===== src/rtl/alorium_lfsr_arb.sv =====
// Round-robin arbiter/sequencer sharing one LFSR among NREQ requesters; 3-cycle data latency, 2-cycle reseed.
// No backpressure: requests are pulses that latch into one-deep pending bits, and duplicates merge.
module alorium_lfsr_arb #(
    parameter int NREQ  = 4,
    parameter int WIDTH = 8
) (
    input  logic                  clk,
    input  logic                  reset,
    input  logic [NREQ-1:0]       req,
    input  logic [NREQ-1:0]       seed_req,
    input  logic [NREQ*WIDTH-1:0] seed_in,
    output logic [NREQ-1:0]       ack,
    output logic [NREQ-1:0]       seed_ack,
    output logic [WIDTH-1:0]      rdata,
    output logic                  busy,
    output logic                  lfsr_enable,
    output logic                  lfsr_new_seed,
    output logic [WIDTH-1:0]      lfsr_seed,
    input  logic [WIDTH-1:0]      lfsr_data
);

    localparam int PW = (NREQ > 1) ? $clog2(NREQ) : 1;

    localparam logic [1:0] IDLE = 2'd0;
    localparam logic [1:0] SEED = 2'd1;
    localparam logic [1:0] STEP = 2'd2;
    localparam logic [1:0] CAPT = 2'd3;

    logic [1:0]       state;
    logic [PW-1:0]    g;
    logic [PW-1:0]    ptr;
    logic [NREQ-1:0]  data_pend;
    logic [NREQ-1:0]  seed_pend;
    logic [WIDTH-1:0] seed_reg [NREQ];

    logic [NREQ-1:0]  cand;
    logic [NREQ-1:0]  g_oh;
    logic [NREQ-1:0]  dclr;
    logic [NREQ-1:0]  sclr;
    logic             found;
    logic [PW-1:0]    pick;
    logic [PW-1:0]    idx;

    // Search starts just past the last served requester, so each one waits at most NREQ operations.
    always_comb begin
        cand  = data_pend | seed_pend;
        found = 1'b0;
        pick  = '0;
        idx   = '0;
        for (int k = 1; k <= NREQ; k++) begin
            idx = PW'((int'(ptr) + k) % NREQ);
            if (!found && cand[idx]) begin
                found = 1'b1;
                pick  = idx;
            end
        end
    end

    always_comb begin
        g_oh = NREQ'(1) << g;
        dclr = (state == CAPT) ? g_oh : '0;
        sclr = (state == SEED) ? g_oh : '0;
    end

    always_ff @(posedge clk) begin
        if (reset) begin
            state         <= IDLE;
            g             <= '0;
            ptr           <= PW'(NREQ - 1);
            data_pend     <= '0;
            seed_pend     <= '0;
            ack           <= '0;
            seed_ack      <= '0;
            rdata         <= '0;
            busy          <= 1'b0;
            lfsr_enable   <= 1'b0;
            lfsr_new_seed <= 1'b0;
            lfsr_seed     <= '0;
            for (int i = 0; i < NREQ; i++) seed_reg[i] <= '0;
        end else begin
            ack      <= '0;
            seed_ack <= '0;
            // A new pulse in the completion cycle re-arms the bit rather than being lost.
            data_pend <= (data_pend & ~dclr) | req;
            seed_pend <= (seed_pend & ~sclr) | seed_req;
            for (int i = 0; i < NREQ; i++) begin
                if (seed_req[i]) seed_reg[i] <= seed_in[i*WIDTH +: WIDTH];
            end
            case (state)
                IDLE: begin
                    if (found) begin
                        g    <= pick;
                        busy <= 1'b1;
                        if (seed_pend[pick]) begin
                            state         <= SEED;
                            lfsr_seed     <= seed_reg[pick];
                            lfsr_new_seed <= 1'b1;
                        end else begin
                            state       <= STEP;
                            lfsr_enable <= 1'b1;
                        end
                    end
                end
                SEED: begin
                    seed_ack      <= g_oh;
                    ptr           <= g;
                    lfsr_new_seed <= 1'b0;
                    busy          <= 1'b0;
                    state         <= IDLE;
                end
                STEP: begin
                    lfsr_enable <= 1'b0;
                    state       <= CAPT;
                end
                CAPT: begin
                    rdata <= lfsr_data;
                    ack   <= g_oh;
                    ptr   <= g;
                    busy  <= 1'b0;
                    state <= IDLE;
                end
                default: state <= IDLE;
            endcase
        end
    end

endmodule


===== config.mk =====
export PLATFORM = sky130hd
export DESIGN_NAME = alorium_lfsr_arb
export DESIGN_NICKNAME = d
export VERILOG_FILES = /design/src/rtl/alorium_lfsr_arb.sv
export SDC_FILE = /design/constraint.sdc
export NUM_CORES = 1
export LEC_CHECK = 0
export BUFFER_PORTS_ARGS = -buffer_cell sky130_fd_sc_hd__clkbuf_2
export CORE_ASPECT_RATIO = 0.9
export CORE_MARGIN = 10
export CORE_UTILIZATION = 47
export CTS_CLUSTER_DIAMETER = 50
export DETAILED_ROUTE_END_ITERATION = 10
export GPL_TIMING_DRIVEN = 0
export PLACE_DENSITY_LB_ADDON = 0.1
export SLEW_MARGIN = 20
export SYNTH_ARGS = -nofsm -noshare
export SYNTH_HDL_FRONTEND = slang
export SYNTH_SLANG_ARGS = --single-unit

===== constraint.sdc =====
create_clock -name clk -period 5.55 [get_ports clk]
set_input_delay 0.555 -clock clk [delete_from_list [all_inputs] [get_ports clk]]
set_output_delay 0.555 -clock clk [all_outputs]
set_load 0.05 [all_outputs]

==> results_dict.tcl <==
set metrics [dict create \
    yosysSeqAreaShare 0.583 \
    cts_tree "done" \
    drive_gt1_frac 0.267 \
    max_stage_delay_ns 0.53 \
    synthCells 301 \
    area_growth_pct 23.9 \
    io_buffers 76 \
    die_w_um 105 \
    drtPass1Iterations 4 \
    timing.critical_path.mode_cell "mux2i_1" \
    final_nets 438 \
    via_per_inst 5.11 \
    hold_path.class "in -> reg" \
    finalWirelength_um 7360 \
    gp_congestion 0.803 \
    drc_errors 0 \
    status "completed" \
    syn_avg_cell_area_um2 10.2 \
    largest_register_ffs 32 \
    worstHoldStart "req[3]" \
    path_cells "nor4_1, a21o_1, clkbuf_1, o32ai_1, mux2i_1, nand2b_1, buf_6, mux2i_1" \
    start_util 0.492 \
    max_freq_ghz 0.386 \
    grt_max_degree 14 \
    slowest_stage "nor4_1" \
    rsz0062_at_grt "no" \
    hold_viol_final 0 \
    vias 2454 \
    drtIter0Drc 93 \
    skew_ns 0.00456 \
    n_antenna_cell 0 \
    syn_area_um2 3060 \
    power_density_nw_per_um2 420 \
    cts_resized 0 \
    antenna_found_initial 0 \
    layout_min_cycle_time_ns 2.59 \
    io_pins 77 \
    synth_warnings 0 \
    clkSlewWorstSetupHoldPaths_ns 0.08 \
    async_flop_share 0 \
    core-area_um2 6220 \
    vdd_drop_max_v 0.000200 \
    wl_per_cell_um 15.3 \
    drv_slew 0 \
    arrival_ns 2.86 \
    maxCapViolations 0 \
    r2r-start "seed_pend[3]" \
    grt_overflow 0 \
    synthFlopType "dfxtp_1" \
    cts_buffer_depth 2 \
    worstPathRequired_ns 5.82 \
    ctsHoldBuffers 0 \
    synth_edf_count 32 \
    crit_path_max_fanout 10 \
    crit_start "seed_pend[3]" \
    die_area_um2 10100 \
    final_util 0.609 \
    setup.worst_path.start_class "flop" \
    finalSetupViolations 0 \
    grt_use_total 0.148 \
    rows 27 \
    grt_pass1_wl_um 12000 \
    post_cts_buffers 0 \
    grt_pass1_vias 2462 \
    numCtsBuffers 9 \
    seqCellArea_um2 1780 \
    multiInputGateArea_um2 1160 \
    final.fill_count 565 \
    root_buffer "clkbuf_8" \
    synth_seq_cells 73 \
    place_hpwl_um 5570 \
    finalSetupTns_ns 0 \
    die_h_um 96.5 \
    htreeDepth 3 \
    tightest_slew_ns 0.709 \
    synthesis.nets 351 \
    ys_types 36 \
    crit_type "reg -> reg" \
    critPathCaptureType "flop" \
    drtAntennaViolNets 0 \
    period_share 0.466 \
    leakage_nw 1.66 \
    relSlewSlack 0.525 \
    clk_latency_ns 0.35 \
    numClockSinks 73 \
]
final cells by class:
cell class                 count  area share
sequential                    73       0.470
multi-input combinational    202       0.307
timing repair buffer          76       0.100
clock buffer                   9      0.0327
clock inverter                 7      0.0311
tap                           87      0.0287
buffer                        15      0.0188
inverter                      11      0.0109
through the flow:
step	power [mW]	worst slack [ns]	cells	hold WS [ns]	area (um^2)
after detailed placement	1.10	3.02	464	0.450	3550
after global placement	1.10	3.06	464	0.442	3550
after floorplan	0.987	3.43	301	0.474	3060
final	1.59	2.96	480	0.410	3790
after global routing	1.67	2.68	480	0.413	3790
after CTS	1.60	2.98	480	0.399	3790
routing by layer:
metal	global-route usage	part of all wire	vias up
met2	0.228	0.45	83
li1	-	-	1246
met3	0.0543	0.057	7
met4	0.0468	0.010	0
met1	0.191	0.49	1118
met5	0	0	-
kinds of logic (layout without fill, tap and decap cells):
logic type | count (synthesis) | in the layout | synth area share
AO/OA/AOI/OAI | 62 | 62 | 0.122
buffers and inverters | 26 | 118 | 0.0368
flip-flops | 73 | 73 | 0.583
multiplexers | 18 | 18 | 0.0622
AND/OR/NAND/NOR | 122 | 122 | 0.196
final timing paths:
path / end / slack [ns] / cells after the start
worst max register to register: lfsr_seed[2] / 2.96 / 8
worst min-delay path: data_pend[3] / 0.41 / 3
worst max-delay path: lfsr_seed[2] / 2.96 / 8
worst min register to register: rdata[7] / 0.46 / 2
cells in the final DEF, fill, tap and decap left out, drive strengths merged, types with 2 or more instances in the layout:
cell | Yosys | routed
mux2 | 8 | 8
clkbuf | 13 | 98
clkinv | 1 | 2
o21ai | 11 | 11
nor2b | 2 | 2
nand3 | 4 | 4
nand2 | 37 | 37
inv | 10 | 11
buf | 2 | 2
and3 | 17 | 17
dfxtp | 41 | 41
o211ai | 9 | 9
and2 | 16 | 16
clkinvlp | 0 | 2
or3 | 2 | 2
nor4 | 3 | 3
edfxtp | 32 | 32
a211oi | 2 | 2
bufinv | 0 | 3
mux2i | 10 | 10
or2 | 4 | 4
nor3 | 13 | 13
nor2 | 21 | 21
o32ai | 2 | 2
a21oi | 29 | 29
critical path: cells and delay by family, from the launching register on:
family / cells / cell delay (ns)
AO/OA/AOI/OAI: 2 / 0.27
buffers and inverters: 2 / 0.48
flip-flops: 1 / 0.36
multiplexers: 2 / 0.67
AND/OR/NAND/NOR: 2 / 0.72
Yosys cell counts, types with 2 or more instances:
cell | count | area [um^2]
or2_2 | 3 | 18.8
nand3_1 | 4 | 20.0
and3_1 | 17 | 106
a21oi_1 | 29 | 145
nor3_1 | 13 | 65.1
mux2i_1 | 10 | 100
mux2_2 | 8 | 90.1
o32ai_1 | 2 | 17.5
clkbuf_1 | 13 | 48.8
o21ai_0 | 11 | 55.1
and2_1 | 16 | 100
edfxtp_1 | 32 | 961
nor4_1 | 3 | 18.8
nor2b_1 | 2 | 12.5
a211oi_1 | 2 | 15.0
nand2_1 | 37 | 139
nor2_1 | 21 | 78.8
buf_6 | 2 | 22.5
dfxtp_1 | 41 | 821
or3_1 | 2 | 12.5
o211ai_1 | 9 | 67.6
inv_1 | 10 | 37.5
report_power, final:
| part | total, mW | internal, mW | switching, mW |
|---|---|---|---|
| registers | 0.660 | 0.625 | 0.0344 |
| logic | 0.434 | 0.142 | 0.291 |
| clock network | 0.498 | 0.298 | 0.199 |
| total | 1.59 | 1.07 | 0.525 |
Power figures use the tool's default switching activity.
